<file path="src/rtl/acc_reduce_pkg.sv">
// acc_reduce_pkg
// Shared definitions for the acc_reduce streaming reduction stage:
//   - FSM state encoding (ACCUM collects a group, EMIT holds a finished sum)
//   - cnt_width(): width of the in-group element counter for a given COUNT
package acc_reduce_pkg;

  localparam logic ACC_ST_ACCUM = 1'b0;
  localparam logic ACC_ST_EMIT  = 1'b1;

  typedef enum logic {
    ST_ACCUM = ACC_ST_ACCUM,
    ST_EMIT  = ACC_ST_EMIT
  } acc_state_e;

  // Counter width for COUNT elements; never narrower than one bit (COUNT == 1).
  function automatic int cnt_width(input int count);
    int w;
    w = $clog2(count);
    if (w < 32'sd1) begin
      return 32'sd1;
    end else begin
      return w;
    end
  endfunction

endpackage

</file>
<file path="src/rtl/acc_reduce_if.sv">
// acc_reduce_if
// Stream interface of acc_reduce: product input stream and sum output stream.
//   ins / ins_valid / ins_ready    : product stream into the reducer
//   outs / outs_valid / outs_ready : group-sum stream out of the reducer
// Modports:
//   master : the environment (drives products, accepts sums)
//   slave  : the reducer itself
interface acc_reduce_if #(
  parameter int DATA_TYPE = 32
);

  logic [DATA_TYPE-1:0] ins;
  logic                 ins_valid;
  logic                 ins_ready;
  logic [DATA_TYPE-1:0] outs;
  logic                 outs_valid;
  logic                 outs_ready;

  modport master (
    output ins, ins_valid, outs_ready,
    input  ins_ready, outs, outs_valid
  );

  modport slave (
    input  ins, ins_valid, outs_ready,
    output ins_ready, outs, outs_valid
  );

endinterface

</file>
<file path="src/rtl/acc_group_counter.sv">
// acc_group_counter
// Modulo-COUNT element counter for the reducer.
// Ports:
//   clk  : clock, rising edge
//   rst  : synchronous active-high reset (counter to 0)
//   en   : advance by one (one accepted product)
//   cnt  : index of the next element within the current group
//   last : cnt == COUNT-1, i.e. the next accepted element closes the group
module acc_group_counter
  import acc_reduce_pkg::*;
#(
  parameter int COUNT = 8,
  parameter int CNT_W = cnt_width(COUNT)
) (
  input  logic             clk,
  input  logic             rst,
  input  logic             en,
  output logic [CNT_W-1:0] cnt,
  output logic             last
);

  localparam logic [CNT_W-1:0] CNT_MAX = CNT_W'(COUNT - 1);

  logic [CNT_W-1:0] cnt_r;

  // Element counter: wraps to zero after the last element of a group.
  always_ff @(posedge clk) begin
    if (rst) begin
      cnt_r <= '0;
    end else if (en) begin
      if (cnt_r == CNT_MAX) begin
        cnt_r <= '0;
      end else begin
        cnt_r <= cnt_r + CNT_W'(1);
      end
    end else begin
      cnt_r <= cnt_r;
    end
  end

  assign cnt  = cnt_r;
  assign last = (cnt_r == CNT_MAX);

endmodule

</file>
<file path="src/rtl/acc_reduce.sv">
// acc_reduce
// Streaming reduction stage: sums COUNT consecutive products (modulo
// 2^DATA_TYPE) and emits one sum per group over a valid/ready handshake.
// Ports:
//   clk : clock, rising edge
//   rst : synchronous active-high reset; drops any partial or pending sum
//   bus : acc_reduce_if.slave (ins/ins_valid/ins_ready, outs/outs_valid/outs_ready)
// Build option:
//   ACC_REDUCE_OVERLAP_EN : when defined, an input may be accepted in the same
//   cycle the finished sum leaves (ins_ready follows outs_ready in EMIT), giving
//   one product per cycle with no bubble between groups. When undefined, EMIT
//   holds ins_ready low and each group costs one bubble cycle.
module acc_reduce
  import acc_reduce_pkg::*;
#(
  parameter int DATA_TYPE = 32,
  parameter int COUNT     = 8
) (
  input  logic         clk,
  input  logic         rst,
  acc_reduce_if.slave  bus
);

  localparam int CNT_W = cnt_width(COUNT);

  acc_state_e           state_r;
  acc_state_e           state_nxt_s;
  logic [DATA_TYPE-1:0] acc_r;
  logic [DATA_TYPE-1:0] acc_nxt_s;
  logic                 outs_valid_r;
  logic [CNT_W-1:0]     cnt_s;
  logic                 last_s;
  logic                 first_s;
  logic                 ins_ready_s;
  logic                 in_xfer_s;
  logic                 out_xfer_s;

  acc_group_counter #(
    .COUNT (COUNT),
    .CNT_W (CNT_W)
  ) u_cnt (
    .clk  (clk),
    .rst  (rst),
    .en   (in_xfer_s),
    .cnt  (cnt_s),
    .last (last_s)
  );

  // The counter sits at zero both at a group start and while EMIT is held,
  // so an overlapped accept in EMIT is naturally treated as a first element.
  assign first_s    = (cnt_s == '0);
  assign in_xfer_s  = bus.ins_valid && ins_ready_s;
  assign out_xfer_s = outs_valid_r && bus.outs_ready;

  // Input ready: open while collecting, closed (or following outs_ready) in EMIT.
  always_comb begin
    ins_ready_s = 1'b0;
    if (rst) begin
      ins_ready_s = 1'b0;
    end else begin
      case (state_r)
        ST_ACCUM: ins_ready_s = 1'b1;
`ifdef ACC_REDUCE_OVERLAP_EN
        ST_EMIT:  ins_ready_s = bus.outs_ready;
`else
        ST_EMIT:  ins_ready_s = 1'b0;
`endif
        default:  ins_ready_s = 1'b0;
      endcase
    end
  end

  // Accumulator update: load on the first element, wrap-around add after.
  always_comb begin
    acc_nxt_s = acc_r;
    if (in_xfer_s) begin
      if (first_s) begin
        acc_nxt_s = bus.ins;
      end else begin
        acc_nxt_s = acc_r + bus.ins;
      end
    end else begin
      acc_nxt_s = acc_r;
    end
  end

  // Next-state logic; EMIT re-entered directly only when an overlapped
  // accept closes a group at once (COUNT == 1).
  always_comb begin
    state_nxt_s = state_r;
    case (state_r)
      ST_ACCUM: begin
        if (in_xfer_s && last_s) begin
          state_nxt_s = ST_EMIT;
        end else begin
          state_nxt_s = ST_ACCUM;
        end
      end
      ST_EMIT: begin
        if (out_xfer_s) begin
          if (in_xfer_s && last_s) begin
            state_nxt_s = ST_EMIT;
          end else begin
            state_nxt_s = ST_ACCUM;
          end
        end else begin
          state_nxt_s = ST_EMIT;
        end
      end
      default: state_nxt_s = ST_ACCUM;
    endcase
  end

  // State, accumulator and registered output-valid.
  always_ff @(posedge clk) begin
    if (rst) begin
      state_r      <= ST_ACCUM;
      acc_r        <= '0;
      outs_valid_r <= 1'b0;
    end else begin
      state_r      <= state_nxt_s;
      acc_r        <= acc_nxt_s;
      outs_valid_r <= (state_nxt_s == ST_EMIT);
    end
  end

  assign bus.ins_ready  = ins_ready_s;
  assign bus.outs       = acc_r;
  assign bus.outs_valid = outs_valid_r;

endmodule
</file>
<file path="src/flat_wrapper.sv">
// flat-port wrapper written by rule: the top's interface ports become plain ports
module acc_reduce_flat import acc_reduce_pkg::*;
#(
  parameter int DATA_TYPE = 32,
  parameter int COUNT     = 8
)
  (clk, rst, bus_ins, bus_ins_valid, bus_outs_ready, bus_ins_ready, bus_outs, bus_outs_valid);
  acc_reduce_if #(.DATA_TYPE(DATA_TYPE)) bus_i ();
  input  logic clk;
  input  logic rst;
  input wire logic [$bits(bus_i.ins)-1:0] bus_ins;
  input wire logic [$bits(bus_i.ins_valid)-1:0] bus_ins_valid;
  input wire logic [$bits(bus_i.outs_ready)-1:0] bus_outs_ready;
  output wire logic [$bits(bus_i.ins_ready)-1:0] bus_ins_ready;
  output wire logic [$bits(bus_i.outs)-1:0] bus_outs;
  output wire logic [$bits(bus_i.outs_valid)-1:0] bus_outs_valid;
  assign bus_i.ins = bus_ins;
  assign bus_i.ins_valid = bus_ins_valid;
  assign bus_i.outs_ready = bus_outs_ready;
  assign bus_ins_ready = bus_i.ins_ready;
  assign bus_outs = bus_i.outs;
  assign bus_outs_valid = bus_i.outs_valid;
  acc_reduce #(.DATA_TYPE(DATA_TYPE), .COUNT(COUNT)) u_core (.clk(clk), .rst(rst), .bus(bus_i));
endmodule
</file>
<file path="config.mk">
export PLATFORM = sky130hd
export DESIGN_NAME = acc_reduce_flat
export DESIGN_NICKNAME = d
export VERILOG_FILES = /design/src/rtl/acc_reduce_pkg.sv /design/src/rtl/acc_reduce_if.sv /design/src/rtl/acc_group_counter.sv /design/src/rtl/acc_reduce.sv /design/src/flat_wrapper.sv
export SDC_FILE = /design/constraint.sdc
export NUM_CORES = 1
export LEC_CHECK = 0
export CAP_MARGIN = 20
export CELL_PAD_IN_SITES_DETAIL_PLACEMENT = 0
export CELL_PAD_IN_SITES_GLOBAL_PLACEMENT = 1
export CORE_UTILIZATION = 38
export CTS_BUF_LIST = sky130_fd_sc_hd__clkbuf_4 sky130_fd_sc_hd__clkbuf_8 sky130_fd_sc_hd__clkbuf_16
export DETAILED_ROUTE_END_ITERATION = 7
export GPL_ROUTABILITY_DRIVEN = 0
export PLACE_DENSITY = 0.84
export SLEW_MARGIN = 20
export SYNTH_ARGS = -nofsm -noshare
export SYNTH_HDL_FRONTEND = slang
export SYNTH_SLANG_ARGS = --single-unit
export TNS_END_PERCENT = 30
</file>
<file path="constraint.sdc">
create_clock -name clk -period 4.8 [get_ports clk]
set_input_delay 0.96 -clock clk [delete_from_list [all_inputs] [get_ports clk]]
set_output_delay 0.96 -clock clk [all_outputs]
set_load 0.01 [all_outputs]
</file>
==> results.cfg, run 1 <==
[grt]
grt_pass1_wl_mm = 16.15
track_usage = 0.2025
grt_max_degree = 37
antenna_found_initial = 0
grt_pass1_vias = 3312
grt-ovfl-total = 0

[hold_path]
hold_class = reg2reg
worstHoldStart = u_core.u_cnt.cnt[1]

[die]
coreArea_um2 = 8806
die_area_um2 = 9564
initial_core_util = 0.3960
fp.dieH_um = 97.80
die_x_um = 97.80
pin_count = 70
placementRows = 34

[sta]
post-route-period-util = 0.8014
fmax_mhz = 259.9
slew_viol_final = 0
setup_tns_ps = 0
report.final.setup_viol = 0
worst_slew_pin_slew_ps = 833.6
period_needed_ps = 3847
rsz0062_at_grt = false
fin_worst_skew_ps = 10.96
slew_headroom = 0.4430
hold_violations = 0

[place]
dp_cells = 617
dpl_cell_area_um2 = 4235
detailed_place_hpwl_mm = 7.056
io_buffer_count = 69

[final_layout]
drive_above_1_share = 0.06770
n_antenna_cell = 0
utilization = 0.4936
area_delta_synth_final_pct = 24.65
final_cells = 625
mostFrequentLayoutCells = 69 x clkdlybuf4s50_1, 54 x a21oi_1, 47 x nand2_1
layout.nets = 587
fillers = 868
fin_area_um2 = 4347
final_common_cell = clkdlybuf4s50_1

[setup_path]
critical_path.cell_chain = clkdlybuf4s50_1 > ha_1 > fa_1 > a21o_2 > a221oi_2 > nor3_2 > o2111ai_1 > nand3_1 > a31oi_1 > xor2_1 > a2111oi_1
critPathCaptureType = flop
cpMaxStageDelayCell = clkdlybuf4s50_1
crit_path_start_kind = input pin
critical_path_class = in2reg
critPathMaxFanout = 4
crit_path_start = bus_ins[0]
r2r_start = u_core.bus.outs[0]
cp_data_arrival_time_ps = 4020
worst_ep_required_time_ps = 4970
max_stage_delay_ps = 420

[power_and_ir_drop]
power.leakage_nw = 1.810
peakVddDrop_mv = 0.1560
power_density_nw_per_um2 = 278.6

[outcome]
violations = design-rule violations
status = finished with violations

[yosys]
synth_edf_count = 0
synth-main-ff-cell = dfxtp_1
syn_nets = 534
netlist_instances = 463
ys_warn_count = 0
synth_seq_cells = 36
async_reset_ff_frac = 0
synth.avg_cell_area_um2 = 7.532
syn_area_um2 = 3487
synthDistinctLibCells = 60
synth_seq_area_share = 0.2067

[job]
cap_violations = 0

[clocking]
cts_hold_buf = 0
cts_buffers = 5
tritoncts = built
clk_latency_ps = 300
cts_setup_buffers = 0
clk_pin_slew_ps = 90
numClockSinks = 36
cts_resized = 0
htree_levels = 2
cts_buffer_depth = 2
cts-root-buf = clkbuf_8

[detailed_routing]
via_count = 3563
avgRoutedWirePerCell_um = 15.23
ant_nets = 0
drt_pass1_iterations = 7
drc = 14
vias_per_cell = 5.701
drt-total-wl_mm = 9.520
dr.first_iter.drc_count = 184
-- report_power, final --
| part | internal, mW | switching (mW) | leakage (nW) |
|---|---|---|---|
| clock network | 0.154 | 0.125 | 0.0541 |
| registers | 0.330 | 0.0276 | 0.297 |
| logic | 0.259 | 0.315 | 1.46 |
| total | 0.743 | 0.468 | 1.81 |
-- metal layers --
| layer | vias up | routed length, µm | global-route usage |
|---|---|---|---|
| li1 | 1809 | - | - |
| met1 | 1662 | 4801 | 0.2848 |
| met2 | 87 | 4148 | 0.3246 |
| met3 | 5 | 519 | 0.04009 |
| met4 | 0 | 50 | 0.03263 |
| met5 | - | 0 | 0 |
-- layout make-up --
| cell class | count | area (µm²) | area share |
|---|---|---|---|
| multi-input cells | 390 | 2618 | 0.6022 |
| repair buffers | 74 | 728.2 | 0.1675 |
| clock inverters | 3 | 42.54 | 0.009787 |
| well taps | 108 | 135.1 | 0.03109 |
| flip-flops and latches | 36 | 720.7 | 0.1658 |
| clock buffers | 5 | 68.82 | 0.01583 |
| inverters | 9 | 33.78 | 0.007772 |
-- critical path, delay by kind of cell --
family | cells | cell delay (ps)
xor+xnor | 1 | 110
compound gates | 5 | 1630
simple gates | 2 | 230
fa+ha+maj | 2 | 660
buf+inv | 1 | 420
-- cells in the mapped netlist (6+ instances only) --
master    instances  area share
and3_1            6       0.011
nand3_1          15       0.022
inv_1             9      0.0097
a21o_1           15       0.032
nor3_1            8       0.011
o21ai_0          28       0.040
a211oi_1          7       0.015
a311oi_1          6       0.015
nand2_1          47       0.051
nor2_1           45       0.048
nand3b_1         14       0.030
xor2_1           10       0.025
clkbuf_1         18       0.019
ha_1             34        0.12
a21oi_1          54       0.078
o211ai_1          7       0.015
dfxtp_1          36        0.21
a31oi_1           6       0.011
o21bai_1          6       0.013
xnor2_1          14       0.035
-- worst paths after layout --
check / slack, ps / endpoint / cells past startpoint
worst max-delay path: 950 / u_core.bus.outs[24] / 11
worst min-delay path: 520 / u_core.u_cnt.cnt[1] / 2
worst max register to register: 1700 / u_core.bus.outs[24] / 10
worst min register to register: 520 / u_core.u_cnt.cnt[1] / 2
-- stage by stage --
stage	hold WS (ps)	power, mW	worst slack, ps
final	515.8	1.211	953.0
after global routing	548.3	1.299	739.4
after CTS	516.3	1.219	979.5
after detailed placement	500.2	0.9346	699.4
after global placement	488.1	0.9275	776.4
after floorplan	468.7	0.7568	1438
-- state kept, by name (all words and copies together) (netlist names) --
signal            count
u_core.bus.outs      32
u_core.state_r        1
u_core.u_cnt.cnt      3
-- logic make-up (layout without fill, tap and decap cells) --
family / count (synthesis) / in the layout / synth area share
AO/OA/AOI/OAI: 159 / 159 / 0.3068
XOR/XNOR: 24 / 24 / 0.06028
adder cells (fa/ha/maj): 35 / 35 / 0.1277
buffers and inverters: 37 / 91 / 0.04341
flip-flops: 36 / 36 / 0.2067
multiplexers: 6 / 6 / 0.01830
AND/OR/NAND/NOR: 166 / 166 / 0.2368
(Power assumes the default switching activity.)
==> inputs of run 2 (changes only) <==
Settings changed: CORE_UTILIZATION 38 to 34, PLACE_DENSITY 0.84 to 0.8.
Clock period 4.8 ns to 3.52 ns, I/O delays scaled along.
==> run 2 against run 1 <==
Net effect: the run now ends clean; sequential power rose by 37%; hold slack got worse by 18 ps; clock skew rose by 0.52 ps; global-route usage fell by 0.84 points; largest cell class unchanged; total power rose by 36%.
==> results.cfg, run 2 (synthesized netlist as in run 1, its figures left out) <==
[outcome]
status = finished, final reports clean

[die]
die_x_um = 103.3
coreArea_um2 = 9864
die_area_um2 = 10660
pin_count = 70
initial_core_util = 0.3535
placementRows = 36
fp.dieH_um = 103.3

[final_layout]
mostFrequentLayoutCells = 69 x clkdlybuf4s50_1, 54 x a21oi_1, 47 x nand2_1
seq_area_um2 = 720.7
n_antenna_cell = 0
multi_input_area_um2 = 2641
drive_above_1_share = 0.1045
fillers = 998
layout.nets = 606
area_delta_synth_final_pct = 29.78
final_common_cell = clkdlybuf4s50_1
largest_register_ffs = 32
utilization = 0.4588

[setup_path]
crit_end = u_core.bus.outs[24]
critical_path_class = in2reg
ff2ff_path_depth = 10
critPathTopFamily = compound AO/OA/AOI/OAI gates
r2r_start = u_core.bus.outs[0]
worst_ep_required_time_ps = 3690
critPathMaxFanout = 2
cp.depth = 11
crit_path_start = bus_ins[0]
cp_data_arrival_time_ps = 3490
critPathCaptureType = flop
r2r_setup_slack_ps = 700
critical_path.cell_chain = clkdlybuf4s50_1 > ha_1 > fa_1 > a21o_2 > a221oi_4 > nor3_2 > o2111ai_2 > nand3_1 > a31oi_2 > xor2_1 > a2111oi_1
crit_path_start_kind = input pin
cpMaxStageDelayCell = clkdlybuf4s50_1
timing.rr.end = u_core.bus.outs[24]
crit_buf_inv = 1
max_stage_delay_ps = 430

[sta]
fmax_mhz = 301.1
slew_viol_final = 0
setup_tns_ps = 0
rsz0062_at_grt = false
report.final.setup_viol = 0
period_needed_ps = 3321
post-route-period-util = 0.9434
worst_slew_pin_slew_ps = 520.9
hold_violations = 0
fin_worst_skew_ps = 11.48
slew_headroom = 0.6499

[grt]
antenna_found_initial = 0
grt_max_degree = 37
grt-ovfl-total = 0
grt_pass1_wl_mm = 16.45
grt_pass1_vias = 3478
track_usage = 0.1941

[detailed_routing]
ant_nets = 0
avgRoutedWirePerCell_um = 14.83
drt-total-wl_mm = 9.924
drt_pass1_iterations = 4
via_count = 3588
dr.first_iter.drc_count = 151
vias_per_cell = 5.363
drc = 0

[clocking]
cts_hold_buf = 0
cts_setup_buffers = 0
cts_buffers = 5
cts_buffer_depth = 2
cts-root-buf = clkbuf_8
cts_resized = 0
clk_pin_slew_ps = 90
htree_levels = 2
clk_latency_ps = 290
tritoncts = built
numClockSinks = 36

[job]
cap_violations = 0

[hold_path]
hold_class = reg2reg

[power_and_ir_drop]
power_density_nw_per_um2 = 363.9
power.leakage_nw = 1.898
peakVddDrop_mv = 0.2254

[place]
io_buffer_count = 69
detailed_place_hpwl_mm = 7.514
[run 2: through the flow]
| stage | hold WS (ps) | total power [mW] | worst slack [ps] | instances | instance area [µm²] |
|---|---|---|---|---|---|
| 2_1_floorplan | 468.7 | 1.032 | 414.4 | 463 | 3487 |
| 3_3_place_gp | 483.2 | 1.304 | -65.86 | 661 | 4409 |
| 3_5_place_dp | 486.8 | 1.312 | -258.3 | 661 | 4409 |
| 4_1_cts | 502.1 | 1.657 | 34.56 | 669 | 4502 |
| 5_1_grt | 537.1 | 1.779 | 3.765 | 669 | 4526 |
| 6_report | 497.9 | 1.647 | 199.2 | 669 | 4526 |
[run 2: metal layers]
| metal | track usage | part of all wire | vias up | routed length (µm) |
|---|---|---|---|---|
| met5 | 0 | 0 | - | 0 |
| met4 | 0.03575 | 0.0077 | 0 | 76 |
| met3 | 0.03831 | 0.059 | 7 | 584 |
| met2 | 0.3364 | 0.45 | 80 | 4506 |
| met1 | 0.2514 | 0.48 | 1655 | 4757 |
| li1 | - | - | 1846 | - |
[run 2: final cells by class]
class | instances | share of cell area
clock buffers | 6 | 0.01825
clock inverters | 2 | 0.002212
inverters | 9 | 0.007465
multi-input cells | 390 | 0.5836
flip-flops and latches | 36 | 0.1592
well taps | 133 | 0.03677
repair buffers | 93 | 0.1924
[run 2: power by group]
| part | switching, mW | leakage, nW | internal, mW |
|---|---|---|---|
| logic | 0.440 | 1.55 | 0.387 |
| clock network | 0.174 | 0.0510 | 0.157 |
| registers | 0.0385 | 0.297 | 0.450 |
[run 2: worst min path at each step]
| stage | cells after the start | slack [ps] | to | start |
|---|---|---|---|---|
| floorplan | 2 | 470 | u_core.u_cnt.cnt[1] | u_core.u_cnt.cnt[1] |
| global placement | 2 | 480 | u_core.bus.outs[22] | u_core.bus.outs[22] |
| detailed placement | 2 | 490 | u_core.u_cnt.cnt[1] | u_core.u_cnt.cnt[1] |
| CTS | 2 | 500 | u_core.u_cnt.cnt[1] | u_core.u_cnt.cnt[1] |
| global route | 2 | 540 | u_core.u_cnt.cnt[1] | u_core.u_cnt.cnt[1] |
| finish | 2 | 500 | u_core.u_cnt.cnt[1] | u_core.u_cnt.cnt[1] |
[run 2: worst min-delay path, delay by kind of cell, from the launching register on]
kind                   cells  cell delay, ps
flip-flops                 1             320
buffers and inverters      1              70
AO/OA/AOI/OAI              1              70
